[config.mk]
export PLATFORM = sky130hd
export DESIGN_NAME = id_exe_reg
export DESIGN_NICKNAME = d
export VERILOG_FILES = /design/src/rtl/id_exe_reg.sv
export SDC_FILE = /design/constraint.sdc
export NUM_CORES = 1
export LEC_CHECK = 0
export BUFFER_PORTS_ARGS = -buffer_cell sky130_fd_sc_hd__buf_2
export CORE_ASPECT_RATIO = 1.1
export CORE_MARGIN = 1.5
export CORE_UTILIZATION = 40
export DETAILED_ROUTE_END_ITERATION = 8
export PLACE_DENSITY = 0.71
export SLEW_MARGIN = 20
export SYNTH_ARGS = -nofsm -noshare
export SYNTH_HDL_FRONTEND = slang
export SYNTH_SLANG_ARGS = --single-unit
[constraint.sdc]
create_clock -name clk -period 1.3 [get_ports clk]
set_input_delay 0.13 -clock clk [delete_from_list [all_inputs] [get_ports clk]]
set_output_delay 0.13 -clock clk [all_outputs]
set_load 0.02 [all_outputs]
[src/rtl/id_exe_reg.sv]
// ID/EXE pipeline register with flush > freeze > load priority and bubble gating of control bits.
// Optional forwarding source fields are enabled by defining ID_EXE_FWD_EN.
module id_exe_reg #(
  parameter int unsigned DATA_W = 32,
  parameter int unsigned CMD_W  = 4
) (
  input  logic              clk,
  input  logic              rst_n,
  input  logic              flush,
  input  logic              freeze,
  input  logic              valid_in,
  input  logic              wb_en_in,
  input  logic              mem_r_en_in,
  input  logic              mem_w_en_in,
  input  logic              b_in,
  input  logic              s_in,
  input  logic [CMD_W-1:0]  exe_cmd_in,
  input  logic [DATA_W-1:0] pc_in,
  input  logic [DATA_W-1:0] val_rn_in,
  input  logic [DATA_W-1:0] val_rm_in,
  input  logic              imm_in,
  input  logic [11:0]       shifter_operand_in,
  input  logic [23:0]       signed_imm_24_in,
  input  logic [3:0]        dest_in,
  input  logic [3:0]        status_in,
`ifdef ID_EXE_FWD_EN
  input  logic [3:0]        src1_in,
  input  logic [3:0]        src2_in,
  output logic [3:0]        src1_out,
  output logic [3:0]        src2_out,
  output logic              fwd_valid_out,
`endif
  output logic              valid_out,
  output logic              wb_en_out,
  output logic              mem_r_en_out,
  output logic              mem_w_en_out,
  output logic              b_out,
  output logic              s_out,
  output logic              mem_access_out,
  output logic [CMD_W-1:0]  exe_cmd_out,
  output logic [DATA_W-1:0] pc_out,
  output logic [DATA_W-1:0] val_rn_out,
  output logic [DATA_W-1:0] val_rm_out,
  output logic              imm_out,
  output logic [11:0]       shifter_operand_out,
  output logic [23:0]       signed_imm_24_out,
  output logic [3:0]        dest_out,
  output logic [3:0]        status_out
);

  typedef struct packed {
    logic              valid;
    logic              wb_en;
    logic              mem_r_en;
    logic              mem_w_en;
    logic              b;
    logic              s;
    logic              mem_access;
    logic [CMD_W-1:0]  exe_cmd;
    logic [DATA_W-1:0] pc;
    logic [DATA_W-1:0] val_rn;
    logic [DATA_W-1:0] val_rm;
    logic              imm;
    logic [11:0]       shifter_operand;
    logic [23:0]       signed_imm_24;
    logic [3:0]        dest;
    logic [3:0]        status;
`ifdef ID_EXE_FWD_EN
    logic [3:0]        src1;
    logic [3:0]        src2;
`endif
  } stage_t;

  stage_t stage_d, stage_q;

  always_comb begin
    stage_d = stage_q;
    if (flush) begin
      stage_d = '0;
    end else if (!freeze) begin
      stage_d.valid           = valid_in;
      // Bubbles must never cause side effects downstream, whatever the decoder drives.
      stage_d.wb_en           = wb_en_in & valid_in;
      stage_d.mem_r_en        = mem_r_en_in & valid_in;
      stage_d.mem_w_en        = mem_w_en_in & valid_in;
      stage_d.b               = b_in & valid_in;
      stage_d.s               = s_in & valid_in;
      stage_d.mem_access      = (mem_r_en_in | mem_w_en_in) & valid_in;
      stage_d.exe_cmd         = exe_cmd_in;
      stage_d.pc              = pc_in;
      stage_d.val_rn          = val_rn_in;
      stage_d.val_rm          = val_rm_in;
      stage_d.imm             = imm_in;
      stage_d.shifter_operand = shifter_operand_in;
      stage_d.signed_imm_24   = signed_imm_24_in;
      stage_d.dest            = dest_in;
      stage_d.status          = status_in;
`ifdef ID_EXE_FWD_EN
      stage_d.src1            = src1_in;
      stage_d.src2            = src2_in;
`endif
    end
  end

  always_ff @(posedge clk or negedge rst_n) begin
    if (!rst_n) begin
      stage_q <= '0;
    end else begin
      stage_q <= stage_d;
    end
  end

  assign valid_out           = stage_q.valid;
  assign wb_en_out           = stage_q.wb_en;
  assign mem_r_en_out        = stage_q.mem_r_en;
  assign mem_w_en_out        = stage_q.mem_w_en;
  assign b_out               = stage_q.b;
  assign s_out               = stage_q.s;
  assign mem_access_out      = stage_q.mem_access;
  assign exe_cmd_out         = stage_q.exe_cmd;
  assign pc_out              = stage_q.pc;
  assign val_rn_out          = stage_q.val_rn;
  assign val_rm_out          = stage_q.val_rm;
  assign imm_out             = stage_q.imm;
  assign shifter_operand_out = stage_q.shifter_operand;
  assign signed_imm_24_out   = stage_q.signed_imm_24;
  assign dest_out            = stage_q.dest;
  assign status_out          = stage_q.status;
`ifdef ID_EXE_FWD_EN
  assign src1_out            = stage_q.src1;
  assign src2_out            = stage_q.src2;
  assign fwd_valid_out       = stage_q.valid;
`endif

endmodule

# Word-level counts from Yosys, hierarchy flattened
# Index checks and enable logic that the tools add are counted.
# totals
ff_bits	152
input_bits	155
word_cells	26
# classes
eq_ne	1
n_mux	2
n_bitwise	7
# ops
cell	n
$mux 152	2
$and 1x1->1	6
$ne 2x2->1 const B	1
$or 1x1->1	1

# Logic depth before layout (Yosys ltp)
# depth
depth_word	4
depth_mapped	5
ltp_nobuf	3

# Worst setup path before layout
# Ideal clock, no wire load.
# synth_path
kind	input to register
from	input port freeze
to	register stage_q, in the netlist dest_out[0]
setup_time_ns	0.132
arrival_time_ns	0.774
required_ns	1.168
path_slack_ns	0.394
stages	5
path_buffers	3
path_cell_list	buf_4 -> buf_12 -> buf_12 -> mux2i_1 -> nor2_1
# synth_between
elab_chain_cells	1
# synth_rtl
element	line	rtl
start: declaration	10	input logic freeze,
$ne 2x2->1 (no line)	--	
end signal: assignment	109	stage_q <= stage_d;
end: declaration	74	stage_t stage_d, stage_q;
# No other way between the ends.
# A chain may end at the register's enable or synchronous reset.

# Final worst setup path
# layout_path
from	register stage_q, in the netlist signed_imm_24_out[10]
to	output port signed_imm_24_out[10]
# layout_lines
element	line	rtl
end: declaration	46	output logic [23:0] signed_imm_24_out,
# No word-level cell between the ends.

==> results.cfg <==
[status]
status = finished, final reports clean

[route]
route.detailed.drc = 0
initialDrtViolationCount = 208
vias = 5545
drt_pass1_iterations = 4
viasPerCell = 4.747
drt-total-wl_um = 18130
avgRoutedWirePerCell_um = 15.52
antenna_left = 0

[logic_synthesis]
ys_async_sr_fraction_pct = 100.0
synth_top_cell_area_share_pct = 60.55
synth_area_leaders = dfrtp_1, mux2i_1, nor2_1
ys_warn_count = 0
synthCells = 498
synthesis.area_um2 = 6282
synth_cell_types = 14
synth_most_common_cell = dfrtp_1
yosys-top-cells-count = dfrtp_1, nor2_1, mux2i_1
synth_edf_count = 0
synth-seq-cells = 152
synth_flop_cell = dfrtp_1
syn_avg_cell_area_um2 = 12.62
synth_top_cell_by_area = dfrtp_1
ys_seq_area_share_pct = 60.55
syn-num-nets = 653

[final_layout]
nets = 1114
layout-area-overhead-vs-synth_pct = 60.73
num_antenna_cells = 0
drive_gt1_share_pct = 36.83
fillers = 1100

[critical_path]
cp-end-kind = output pin
critical_path.max_stage_delay_ns = 0.40
critPathMaxFanout = 2
cp_num_buf_inv = 1
cp-start-kind = flop
slowest_stage = dfrtp_1
crit_type = reg2out
crit_required_ns = 1.17
crit_family = flip-flops
cp.arrival_ns = 0.99
crit_chain = buf_2

[sta]
max_freq_mhz = 893.4
rsz0062_at_grt = no
worst_pin_slew_ns = 0.3294
fin_crit_ns = 1.119
skew_ns = 0
relSlewSlack_pct = 78.04
setup_viol = 0
fin_tns_setup_ns = 0
finalHoldViolCount = 0
maxSlewViolCount = 0
post-route-period-util_pct = 86.10

[clock_network]
postCtsSetupBuffers = 0
cts.path.max_buffers = 2
cts_buffers = 17
root_buffer = clkbuf_16
cts_htree_levels = 4
cts_tree = done
cts_sinks = 152
clock_latency_ns = 0.41
clk_pin_slew_ns = 0.06

[power_and_ir_drop]
peakVddDrop_uv = 746.5
power_mw = 12.48
p_per_area_nw_per_um2 = 1236
p_leak_nw = 5.622

[global_routing]
antenna_found_initial = 0
overflow = 0
grt_first_pass_wirelength_um = 28440
grt_pass1_vias = 5870
grt_usage_pct = 22.28
grt_max_degree = 52

[placement]
dp_hpwl_um = 11150
portBuffers = 306
gp_congestion = 0.7755

[floorplanning]
core_um2 = 15230
start_util_pct = 41.25
dieWidth_um = 122.5
io-pin-count = 307
die_y_um = 134.4
rows = 47
design.die.area_um2 = 16470

[job]
drv_cap = 0

[worst_hold_path]
min_path_type = in2reg
==> routing by layer <==
metal / GRT usage (%) / share of wire (%)
met3: 6.335 / 5.9
met5: 0 / 0
met1: 24.05 / 37
met4: 8.786 / 2.5
met2: 40.63 / 54
==> metrics by stage <==
stage	instances	setup slack (ns)	hold WS [ns]	util, %	instance area, µm²
2_1_floorplan	498	0.3945	-0.1656	-	6282
3_3_place_gp	986	0.2299	0.03799	52.27	7961
3_5_place_dp	986	0.1871	0.03573	52.27	7961
4_1_cts	1168	0.1577	0.01092	66.29	10100
5_1_grt	1168	0.1477	0.02986	66.29	10100
6_report	1168	0.1807	0.03031	66.29	10100
==> worst paths after layout <==
check | startpoint | to | slack (ns) | depth (start not counted)
setup / recovery | signed_imm_24_out[10] | signed_imm_24_out[10] | 0.18 | 1
hold / removal | val_rn_in[11] | val_rn_out[11] | 0.03 | 3
setup reg to reg | signed_imm_24_out[10] | signed_imm_24_out[10] | 0.49 | 2
hold reg to reg | val_rm_out[16] | val_rm_out[16] | 0.51 | 2
max in group asynchronous | rst_n | val_rn_out[11] | 0.58 | 3
min in group asynchronous | rst_n | val_rn_out[17] | 0.17 | 2
==> final cells by class <==
class                           instances  area, µm²  share of cell area [%]
Tap cell                              196      245.2                   2.429
Timing Repair Buffer                  477       3308                   32.76
Sequential cell                       152       3804                   37.67
Clock inverter                         13      191.4                   1.896
Multi-Input combinational cell        311       2106                   20.85
Clock buffer                           19      442.9                   4.387
==> layout by cell type, fill, tap and decap left out, types with 2 or more instances in the layout <==
| cell | n |
|---|---|
| buf_12 | 8 |
| dfrtp_1 | 152 |
| nand2_1 | 6 |
| a21oi_1 | 7 |
| mux2i_1 | 145 |
| nor2_1 | 146 |
| buf_4 | 14 |
| bufinv_16 | 4 |
| inv_6 | 3 |
| clkbuf_8 | 2 |
| buf_2 | 303 |
| dlygate4sd3_1 | 150 |
| clkinv_2 | 2 |
| clkbuf_16 | 17 |
| nand3b_1 | 5 |
| clkinvlp_4 | 2 |
==> flip-flops by register name, indices dropped and copies added (netlist names) <==
name and flops:
pc_out 32, imm_out 1, mem_access_out 1, shifter_operand_out 12
s_out 1, val_rm_out 32, signed_imm_24_out 24, valid_out 1
b_out 1, dest_out 4, status_out 4, mem_r_en_out 1
exe_cmd_out 4, wb_en_out 1, val_rn_out 32, mem_w_en_out 1
==> power by group <==
group          switching, mW  internal [mW]  leakage (nW)
Clock                   1.99           3.29         0.306
Combinational           1.08          0.981          3.30
Sequential             0.138           4.99          2.02
Total                   3.21           9.27          5.62
==> repair_timing <==
item,4_1_cts,5_1_grt
hold buffers,150,0
endpoints found under the setup margin,0,0
hold endpoints to repair,302,0
resized for setup,0,0
==> kinds of logic (layout without fill, tap and decap cells) <==
kind of cell	after synthesis	after routing	share of synthesized area [%]
and+or+nand+nor	158	158	9.779
AOI/OAI and AO/OA	8	8	0.6372
DFF	152	152	60.55
muxes	145	145	23.10
buffers and inverters	35	509	5.935
Note: power is estimated with default switching activity, not from simulation.
